`src/rtl/regfile_mp.sv`:
```
`default_nettype none
// ============================================================================
// Module   : regfile_mp
// Brief    : Parametrised register file with NREAD combinational read ports
//            and two prioritised write ports (port 1 wins on same address).
//            Contents are wiped by a one-entry-per-cycle clear sequencer that
//            runs after reset or on clear_req, so storage has no reset fan-out.
//            Optional macro REGFILE_MP_BYPASS_EN enables same-cycle
//            write-to-read forwarding.
// Revision : 1.0 - initial release
// ============================================================================
module regfile_mp #(
   parameter int DATA_W   = 32,
   parameter int ADDR_W   = 5,
   parameter int NREAD    = 2,
   parameter int ZERO_REG = 1
) (
   input  logic                    clk,
   input  logic                    reset,
   input  logic                    clear_req,
   output logic                    busy,
   input  logic                    we0,
   input  logic [ADDR_W-1:0]       waddr0,
   input  logic [DATA_W-1:0]       wdata0,
   input  logic                    we1,
   input  logic [ADDR_W-1:0]       waddr1,
   input  logic [DATA_W-1:0]       wdata1,
   input  logic [NREAD*ADDR_W-1:0] raddr,
   output logic [NREAD*DATA_W-1:0] rdata
);

   localparam int              DEPTH    = 2**ADDR_W;
   localparam logic [ADDR_W:0] CLR_LAST = (ADDR_W+1)'(DEPTH-1);
   localparam logic [ADDR_W:0] CLR_ONE  = (ADDR_W+1)'(1);

   typedef enum logic [0:0] {
      ST_CLEAR = 1'b0,
      ST_IDLE  = 1'b1
   } state_t;

   state_t              state_q, state_d;
   logic [ADDR_W:0]     clr_cnt_q, clr_cnt_d;
   logic                busy_q, busy_d;
   logic                clr_we;
   logic                wr0_en, wr1_en;
   logic [DATA_W-1:0]   mem [DEPTH];

   // Clear sequencer next-state: walk clr_cnt across every entry, then idle
   always_comb begin
      state_d   = state_q;
      clr_cnt_d = clr_cnt_q;
      busy_d    = busy_q;
      clr_we    = 1'b0;
      case (state_q)
         ST_CLEAR: begin
            clr_we    = ~reset;
            clr_cnt_d = clr_cnt_q + CLR_ONE;
            if (clr_cnt_q == CLR_LAST) begin
               state_d = ST_IDLE;
               busy_d  = 1'b0;
            end else begin
               busy_d  = 1'b1;
            end
         end
         ST_IDLE: begin
            busy_d = 1'b0;
            if (clear_req) begin
               state_d   = ST_CLEAR;
               clr_cnt_d = '0;
               busy_d    = 1'b1;
            end
         end
         default: begin
            state_d   = ST_CLEAR;
            clr_cnt_d = '0;
            busy_d    = 1'b1;
         end
      endcase
   end

   // Sequencer state register; reset (re)starts the clear from entry 0
   always_ff @(posedge clk) begin
      if (reset) begin
         state_q   <= ST_CLEAR;
         clr_cnt_q <= '0;
         busy_q    <= 1'b1;
      end else begin
         state_q   <= state_d;
         clr_cnt_q <= clr_cnt_d;
         busy_q    <= busy_d;
      end
   end

   // Write qualification: drop while clearing, on reset, to r0 when hardwired,
   // and drop port 0 when port 1 targets the same entry
   always_comb begin
      wr1_en = we1 & ~busy_q & ~reset & ~((ZERO_REG != 0) && (waddr1 == '0));
      wr0_en = we0 & ~busy_q & ~reset & ~((ZERO_REG != 0) && (waddr0 == '0))
               & ~(we1 && (waddr1 == waddr0));
   end

   // Storage: no reset, cleared only through the sequencer write port
   always_ff @(posedge clk) begin
      if (clr_we) begin
         mem[clr_cnt_q[ADDR_W-1:0]] <= '0;
      end
      if (wr0_en) begin
         mem[waddr0] <= wdata0;
      end
      if (wr1_en) begin
         mem[waddr1] <= wdata1;
      end
   end

   assign busy = busy_q;

   generate
      for (genvar k = 0; k < NREAD; k++) begin : g_rd
         logic [ADDR_W-1:0] ra;
         logic [DATA_W-1:0] rd;

         assign ra = raddr[k*ADDR_W +: ADDR_W];

         // Read lane mux: storage, optional forwarding, then busy/zero masking
         always_comb begin
            rd = mem[ra];
`ifdef REGFILE_MP_BYPASS_EN
            if (we1 && (waddr1 == ra)) begin
               rd = wdata1;
            end else if (we0 && (waddr0 == ra)) begin
               rd = wdata0;
            end
`endif
            if (busy_q || ((ZERO_REG != 0) && (ra == '0))) begin
               rd = '0;
            end
         end

         assign rdata[k*DATA_W +: DATA_W] = rd;
      end
   endgenerate

endmodule
`default_nettype wire

```
`config.mk`:
```
export PLATFORM = sky130hd
export DESIGN_NAME = regfile_mp
export DESIGN_NICKNAME = d
export VERILOG_FILES = /design/src/rtl/regfile_mp.sv
export SDC_FILE = /design/constraint.sdc
export NUM_CORES = 2
export LEC_CHECK = 0
export ABC_AREA = 0
export CAP_MARGIN = 0
export CORE_MARGIN = 2
export CORE_UTILIZATION = 45
export CTS_BUF_LIST = sky130_fd_sc_hd__clkbuf_8
export CTS_CLUSTER_SIZE = 12
export DETAILED_ROUTE_END_ITERATION = 8
export HOLD_SLACK_MARGIN = 0.12
export PLACE_DENSITY = 0.69
export SYNTH_ARGS = -nofsm -noshare
export SYNTH_HDL_FRONTEND = slang
export SYNTH_SLANG_ARGS = --single-unit
export TNS_END_PERCENT = 1
```
`constraint.sdc`:
```
create_clock -name clk -period 7.25 [get_ports clk]
set_clock_uncertainty 0.15 [all_clocks]
set_input_delay 1.45 -clock clk [delete_from_list [all_inputs] [get_ports clk]]
set_output_delay 1.45 -clock clk [all_outputs]
set_load 0.005 [all_outputs]
```
==> run summary <==
=================================================================================================
Result of the run .................................................................. complete, but fails checks
Failing checks ..................................................................... design-rule violations
Capture point of the worst reg-to-reg path .........................................  mem[24][28]
Flip-flop cell with the highest count after synthesis ..............................     edfxtp_1
Avg Inst Size Synth ................................................................   13.1 sq um
Final worst slack ..................................................................      1.11 ns
Cell family contributing the most delay on the critical path ....................... buffers and inverters
Initial drt markers ................................................................         9729
Share of flip-flops with an asynchronous set or reset ..............................           0%
Post-layout power ..................................................................      12.6 mW
Fill cell instance count of the final layout .......................................        10900
Post-synthesis sequential element count ............................................         1032
Period minus WS final ..............................................................      6.14 ns
Launch point of the worst reg-to-reg path ..........................................         busy
Maximum number of buffers from clock root to sink ..................................            3
Setup violation total in the final timing report ...................................            0
Final standard cell area without fillers ...........................................  66500 sq um
Initial antenna violation count ....................................................           14
Number of hold-slack violations in the final timing report .........................            0
Mapped Cells .......................................................................         4566
Width of the die ...................................................................       369 um
Clock slew seen by the registers of the worst setup and hold paths .................      0.05 ns
Setup repair bufs after CTS ........................................................            0
Highest Clock Rate .................................................................      163 MHz
RSZ-0062 raised after global routing ...............................................           no
Number of nets with antenna violations after routing ...............................            0
Max-cap viol count .................................................................            0
Post-route insts no fill ...........................................................         6388
Required time of the worst setup path ..............................................      5.65 ns
Routed len/inst ....................................................................      41.7 um
Max H-tree Level ...................................................................            4
Largest stage delay, worst path ....................................................      0.78 ns
DP HPWL ............................................................................    150000 um
Hold-fix buffers, CTS ..............................................................            0
Arrival time of the worst setup path ...............................................      4.54 ns
List of most frequent post-synthesis cells ......................................... edfxtp_1, a22o_1, mux2i_1
Gates resized, CTS repair ..........................................................            0
Final Max Slew Viols ...............................................................            0
Hold Path Depth ....................................................................            2
Row Count ..........................................................................          133
Crit path kind ..................................................................... input pin to output port
Util after Layout ..................................................................        50.5%
Area of the core region ............................................................ 132000 sq um
Clk sinks ..........................................................................         1032
Maximum number of pins on one net before global-route repair .......................           94
Sum of overflow across all layers after global routing .............................            0
Number of global-route vias before repair ..........................................        48500
Number of port buffers .............................................................          153
Setup WS pre-CTS ...................................................................      1.30 ns
Leakage power ......................................................................      21.5 nW
Number of enable-type register cells in the synthesized netlist ....................         1024
Pin slew with the least headroom to its limit ......................................      1.33 ns
Reg2Reg Setup Slack ................................................................      3.22 ns
GP Congestion ......................................................................        0.969
Maximum ir drop on the vdd rail ....................................................   0.000183 V
Number of distinct library cell variants in the gate-level netlist after synthesis .           64
Worst path buffer plus inverter count ..............................................            3
Detailed Routing Iterations Pass 1 .................................................            9
Number of top-level design ports ...................................................          154
Sort of element at the start of the critical path ..................................    input pin
Area of combinational cells with multiple inputs ...................................  26900 sq um
Chain of cells forming the critical path ........................................... clkbuf_8 -> nor2b_4 -> buf_4 -> a22oi_1 -> a31oi_1 -> nand4_1 -> clkdlybuf4s50_1
Worst-case hold path end point ..................................................... clr_cnt_q[5]
First-pass GRT wire length .........................................................    365000 um
TritonCTS buffer count .............................................................          172
Register Area ......................................................................  30900 sq um
Area share of the largest cell type after synthesis ................................        51.4%
Ratio of cells with drive above 1 in the final layout ..............................        17.8%
Final worst-path cycle share .......................................................        84.7%
Cell count after placement .........................................................         6064
Tot GR Track Use ...................................................................        38.2%
Wire length after detailed routing .................................................    266000 um
Launch instance of the worst min-delay path ........................................ clr_cnt_q[5]
Vias per cell ......................................................................         7.83
# DRC ..............................................................................           14
Post-synthesis to final-layout area growth .........................................        11.2%
Die footprint ...................................................................... 136000 sq um
Netlist area before placement ......................................................  59800 sq um
Power density normalized to cell area ..............................................  189 nW/um^2
Total number of yosys warnings .....................................................            0
Worst setup EP type ................................................................  output port
Slowest stage cell, crit path ......................................................      nor2b_4
DR vias ............................................................................        50000
Yosys top cell by area .............................................................     edfxtp_1
Area of placed instances ...........................................................  63400 sq um
Largest fanout on the critical path ................................................           31
Hold Path Class .................................................................... flop to flop
Biggest area contributors in the synthesized netlist ............................... edfxtp_1, a22o_1, mux4_2, mux2i_1, a32o_1
Post-Route Setup TNS ...............................................................         0 ns
Master cell of the clock root buffer ...............................................     clkbuf_8
Insertion delay of the later-clocked pin in the worst-skew pair ....................      0.94 ns
Most common cell in the netlist ....................................................     edfxtp_1
Final #Nets ........................................................................         4576
Vertical die dimension .............................................................       369 um
Worst-case hold slack ..............................................................     0.352 ns
TritonCTS clock tree ...............................................................        built
Sequential cell area fraction in the yosys report ..................................        51.7%
Slew HR ............................................................................        11.1%
Effective utilization at floorplan .................................................        45.4%
Worst r2r path cells ...............................................................            6
=================================================================================================
## final cells by class
class                           instances  share of cell area (%)
Sequential cell                      1032                    46.5
Multi-Input combinational cell       2902                    40.4
Timing Repair Buffer                  363                    5.01
Clock buffer                          173                    3.58
Tap cell                             1755                    3.30
Clock inverter                        135                    1.11
Inverter                               12                  0.0677
Antenna cell                           16                  0.0602
## flip-flops by register name (all words and copies together) (netlist names)
signal     cells
busy           1
mem         1024
clr_cnt_q      6
state_q        1
## worst max path at each step
stage,end,cells after the start,slack [ns],start
final,rdata[57],7,1.11,raddr[5]
after global routing,rdata[11],7,1.09,raddr[0]
after CTS,rdata[21],7,1.29,raddr[1]
after detailed placement,rdata[21],7,1.30,raddr[1]
after global placement,rdata[9],7,1.31,raddr[0]
after floorplan,mem[15][0],7,1.74,waddr0[3]
## power breakdown
group	total, mW	switching (mW)	internal, mW	leakage (nW)
logic	1.08	0.752	0.323	11.1
clock network	4.99	2.61	2.38	1.77
registers	6.52	0.0179	6.50	8.62
total	12.6	3.38	9.21	21.5
## worst min-delay path: cells and delay by family, from the launching register on
| kind | cells | cell delay, ns |
|---|---|---|
| AO/OA/AOI/OAI | 2 | 0.15 |
| flip-flops | 1 | 0.31 |
## kinds of logic after synthesis
kind of cell / after synthesis / share of synthesized area (%)
xor+xnor: 5 / 0.0732
fa+ha+maj: 4 / 0.0837
flops: 1032 / 51.7
other cells: 1 / 0.00627
compound gates: 1453 / 20.0
buf+inv: 663 / 4.68
mux: 773 / 18.2
simple gates: 635 / 5.26
## cells in the final DEF (no fill, tap or decap), drive strengths merged, types with 19 or more instances in the layout
cell type	Yosys	layout
a211o	19	19
o2bb2ai	129	129
clkbuf	398	174
nand2	241	241
a22oi	204	204
a31oi	65	65
o21ai	104	104
conb	1	32
a32o	168	168
clkinv	0	73
nand4	58	58
a22o	658	658
mux2i	520	520
nand3	157	157
clkdlybuf4s50	0	146
a211oi	23	23
nor2b	43	43
nor2	62	62
a21oi	70	70
edfxtp	1024	1024
buf	253	216
mux4	252	252
inv	12	68
## routing by layer
layer	track usage, %	routed length (um)
met5	0.499	201
met4	28.7	25400
met3	17.2	47300
met2	53.5	108000
met1	46.0	85300
(Power assumes the default switching activity.)
